==> src/rtl/esfa_pkg.sv <==
// esfa_pkg: shared types and constants for the ESFA rank scan blocks
package esfa_pkg;

    localparam int DATA_W   = 8;
    localparam int MAX_META = 7;

    typedef struct packed {
        logic              arr_def;
        logic              is_metadata;
        logic [DATA_W-1:0] metadata;
        logic [DATA_W-1:0] rank;
    } entry_t;

    typedef enum logic [1:0] {
        IDLE,
        SCAN,
        RESP
    } state_t;

endpackage

==> src/rtl/esfa_rank_match.sv <==
// esfa_rank_match: combinational predicate telling whether one table entry matches a handle
module esfa_rank_match
    import esfa_pkg::*;
#(
    parameter int MAX_META = esfa_pkg::MAX_META
) (
    input  entry_t            entry,
    input  logic [DATA_W-1:0] handle,
    output logic              match
);

    // Metadata above MAX_META is out of scope and can never match, even if equal to the handle
    assign match = entry.arr_def && entry.is_metadata &&
                   (32'(entry.metadata) <= MAX_META) && (entry.metadata == handle);

endmodule

==> src/rtl/esfa_rank_scan.sv <==
// esfa_rank_scan: handshaked lookup scanning a small entry table one entry per cycle
module esfa_rank_scan
    import esfa_pkg::*;
#(
    parameter int DEPTH    = 8,
    parameter int ADDR_W   = 3,
    parameter int MAX_META = esfa_pkg::MAX_META
) (
    input  logic              clk,
    input  logic              rst_n,
    input  logic              wr_en,
    input  logic [ADDR_W-1:0] wr_addr,
    input  logic              wr_arrDef,
    input  logic              wr_isMetadata,
    input  logic [DATA_W-1:0] wr_metadata,
    input  logic [DATA_W-1:0] wr_rank,
    input  logic              q_valid,
    output logic              q_ready,
    input  logic [DATA_W-1:0] q_handle,
    output logic              r_valid,
    input  logic              r_ready,
    output logic              r_found,
    output logic [DATA_W-1:0] r_rank,
    output logic [ADDR_W-1:0] r_index
);

    entry_t            table_q [DEPTH];
    state_t            state;
    logic [ADDR_W-1:0] ptr;
    logic [DATA_W-1:0] handle_q;
    logic              hit;
    logic              last;

    // The scan reads the pre-edge table, so a same-cycle write to the entry under the pointer is not seen
    esfa_rank_match #(.MAX_META(MAX_META)) u_match (
        .entry  (table_q[ptr]),
        .handle (handle_q),
        .match  (hit)
    );

    assign last = ptr == ADDR_W'(DEPTH - 1);

    // Table writes are accepted in every state
    always_ff @(posedge clk or negedge rst_n) begin
        if (!rst_n) begin
            for (int i = 0; i < DEPTH; i++) table_q[i] <= '0;
        end else if (wr_en) begin
            table_q[wr_addr] <= '{wr_arrDef, wr_isMetadata, wr_metadata, wr_rank};
        end
    end

    // Query FSM: capture handle, walk the table lowest index first, hold the result until taken
    always_ff @(posedge clk or negedge rst_n) begin
        if (!rst_n) begin
            state    <= IDLE;
            q_ready  <= 1'b1;
            r_valid  <= 1'b0;
            r_found  <= 1'b0;
            r_rank   <= '0;
            r_index  <= '0;
            handle_q <= '0;
            ptr      <= '0;
        end else begin
            case (state)
                IDLE: if (q_valid) begin
                    handle_q <= q_handle;
                    ptr      <= '0;
                    q_ready  <= 1'b0;
                    state    <= SCAN;
                end
                SCAN: if (hit || last) begin
                    r_found <= hit;
                    r_rank  <= hit ? table_q[ptr].rank : '0;
                    r_index <= hit ? ptr : '0;
                    r_valid <= 1'b1;
                    state   <= RESP;
                end else begin
                    ptr <= ptr + 1'b1;
                end
                RESP: if (r_ready) begin
                    r_valid <= 1'b0;
                    q_ready <= 1'b1;
                    state   <= IDLE;
                end
                default: state <= IDLE;
            endcase
        end
    end

endmodule

==> config.mk <==
export PLATFORM = sky130hd
export DESIGN_NAME = esfa_rank_scan
export DESIGN_NICKNAME = d
export VERILOG_FILES = /design/src/rtl/esfa_pkg.sv /design/src/rtl/esfa_rank_match.sv /design/src/rtl/esfa_rank_scan.sv
export SDC_FILE = /design/constraint.sdc
export NUM_CORES = 1
export LEC_CHECK = 0
export ABC_CLOCK_PERIOD_IN_PS = 2100
export BUFFER_PORTS_ARGS = -buffer_cell sky130_fd_sc_hd__buf_4
export CAP_MARGIN = 10
export CORE_UTILIZATION = 45
export DETAILED_ROUTE_END_ITERATION = 6
export GPL_TIMING_DRIVEN = 0
export SLEW_MARGIN = 40
export SYNTH_ARGS = -nofsm -noshare
export SYNTH_HDL_FRONTEND = slang
export SYNTH_SLANG_ARGS = --single-unit
==> constraint.sdc <==
create_clock -name clk -period 2.1 [get_ports clk]
set_input_delay 0.105 -clock clk [delete_from_list [all_inputs] [get_ports clk]]
set_output_delay 0.105 -clock clk [all_outputs]
set_load 0.01 [all_outputs]
==> results.cfg <==
[status]
status = complete, but fails checks
violations = setup timing

[final_layout]
nets = 701
regArea_um2 = 4280
num-fill-cells = 1365
area_delta_synth_final_pct = 25.7
final-instance-count-excl-fill = 898
multiInputGateArea_um2 = 3470
diodes = 0
layout-drive-gt1-share_pct = 48.4
fin_util_pct = 58.6

[grt]
grt_pass1_vias = 5457
grtUsageMet2_pct = 38.5
track_usage_pct = 22.3
busiest_layer = met2
overflow = 0
grt_start_max_net_pins = 71
antenna_found_initial = 0
grt_use_met3_pct = 4.61
grt_pass1_wl_um = 29800
grtUsageMet1_pct = 28.2

[placed_design]
place_inst = 815
hpwl_um = 11800
place_congestion = 0.766
portBuffers = 43

[clocking]
cts.reportedPaths.clkPinSlew_ns = 0.07
cts_sinks = 171
clock_path_buffers = 2
h-tree-depth = 4
cts-buffers-inserted = 17
clk_latency_ns = 0.42
cts_tree = done
clock-root-buffer = clkbuf_16

[timing]
fmax_ghz = 0.414
fin_crit_sh_pct = 115
post-route-min-period_ns = 2.41
setup_slack_ns = -0.314
rsz0062_at_grt = true
fin_skew_ns = 0.00904
finalHoldViolCount = 0
tightest_slew_ns = 0.861
finalSetupViolCount = 18
timing.hold.ws_ns = 0.0143
slew_headroom_pct = 42.6
slew_violations = 0

[logic_synthesis]
avgSynthCellArea_um2 = 14.3
syn_area_um2 = 7840
synth_largest_area_cell = dfrtp_1
synth_warnings = 0
syn-num-nets = 586
async_reset_ff_share_pct = 100
synth_seq_cells = 171
synth_seq_area_share_pct = 54.6
syn_inst = 550
synth_most_common_cell = dfrtp_1
synth_ff_type = dfrtp_1
yosysUniqueCellTypes = 44
synth_edf_count = 0
synth_common_cells = dfrtp_1, mux2_2, nor2_1, mux4_2, nand2_1
synth_area_leaders = dfrtp_1, mux2_2, mux4_2
synth_top_area_share_pct = 54.2

[setup_path]
required_ns = 2.41
r2r_setup_slack_ns = -0.31
cp.arrival_ns = 2.72
startpoint = ptr[0]
start_kind = register
r2r_start = ptr[0]
r2r-end = ptr[1]
endpoint = ptr[1]
end_kind = register
critPathMaxFanout = 8
rr_worst_depth = 7
crit_type = reg2reg

[drt]
drt_wl_total_um = 18300
drt_first_pass_iters = 4
antenna_left = 0
drc = 0
routed_via_density = 5.60
drt_iter0_markers = 189
via_count = 5026
wl_per_cell_um = 20.4

[hold_path]
hold_path.class = in2reg
min-delay-start = wr_metadata[7]

[floorplanning]
fp-row-count = 47
die_h_um = 134
coreArea_um2 = 16800
die_area_um2 = 18000
ios = 48
start_util_pct = 46.6
die_w_um = 134

[power]
cellPowerDensity_nw_per_um2 = 1380
p_leak_nw = 4.17
ir_worst_vdd_uv = 772

[job]
drv_cap = 0
## where the power goes
part / internal (W) / leakage [nW] / switching (W)
Combinational: 0.00303 / 1.84 / 0.00259
Clock: 0.00218 / 0.319 / 0.00127
Sequential: 0.00408 / 2.02 / 0.000435
Total: 0.00929 / 4.17 / 0.00430
## per-stage QoR
step,setup WS (ns),power [W],setup TNS (ns),area [um^2]
final,-0.314,0.0136,-3.79,9860
after detailed placement,-0.605,0.00896,-12.91,8530
after global placement,-0.602,0.00878,-12.17,8450
after floorplan,-0.103,0.00772,-0.205,7850
after CTS,-0.314,0.0133,-3.66,9750
after global routing,-0.395,0.0143,-5.87,9860
## how the worst min path moves through the flow
stage | endpoint | slack, ns | depth (start not counted)
finish | table_q[33] | 0.01 | 2
global placement | handle_q[4] | 0.34 | 2
detailed placement | table_q[90] | 0.04 | 1
floorplan | handle_q[0] | -0.19 | 0
CTS | table_q[33] | 0.005 | 2
global route | table_q[123] | 0.01 | 2
## worst max-delay path, cell delays in order (launching register included)
cell,delay [ns]
dfrtp_1,0.39
buf_8,0.16
mux4_2,0.56
mux2i_4,0.22
xor2_2,0.10
and3_4,0.18
a211o_4,0.37
mux2_4,0.31
## layer usage
metal,vias up,routed length (um)
li1,2287,-
met1,2647,7910
met2,75,9580
met3,17,530
met4,0,293
met5,-,0
## layout by cell type (no fill, tap or decap), types with 3 or more instances in the layout
cell type        n
nand2b_1        13
mux2i_2          4
buf_4           63
nand2_1         19
clkbuf_16       18
mux2_2         151
buf_6           14
a2111oi_0        3
nor4_1           3
a41oi_1          3
nor2_1          23
mux2i_1          8
buf_2            3
buf_12           3
a311oi_1         3
inv_1            4
nand4_1          3
nand4b_1         3
o21ai_0          6
mux4_2          24
dlygate4sd3_1   27
nor3b_1          4
dfrtp_1        170
buf_8            3
a31oi_1         18
clkbuf_1        18
bufinv_16        5
nor3_1           7
a2bb2oi_2       11
## timing repair
item	in CTS	in global routing
gates resized for setup	43	11
setup endpoints to repair	18	18
cloned	3	1
hold buffers	27	0
endpoints found under the hold margin	178	0
pin swaps	21	4
setup buffers	19	3
## state kept, by name (all words and copies together), names as in the netlist
signal and flops:
r_valid 1, handle_q 8, ptr 3, state 2
q_ready 1, r_index 3, table_q 144, r_found 1
r_rank 8
## cells by family after synthesis
kind of cell	share of synthesized area, %
xor gates and xnor gates	0.335
and+or+nand+nor	5.73
adders and majority gates	0.319
DFF	54.6
buffers and inverters	3.13
muxes	30.7
AOI/OAI and AO/OA	5.25
## cell type report
cell class,count,share of cell area (%)
Buffer,34,2.61
Clock buffer,22,4.71
Clock inverter,10,1.89
Inverter,6,0.228
Multi-Input combinational cell,337,35.2
Sequential cell,171,43.4
Tap cell,220,2.79
Timing Repair Buffer,98,9.16
(Power assumes the default switching activity.)
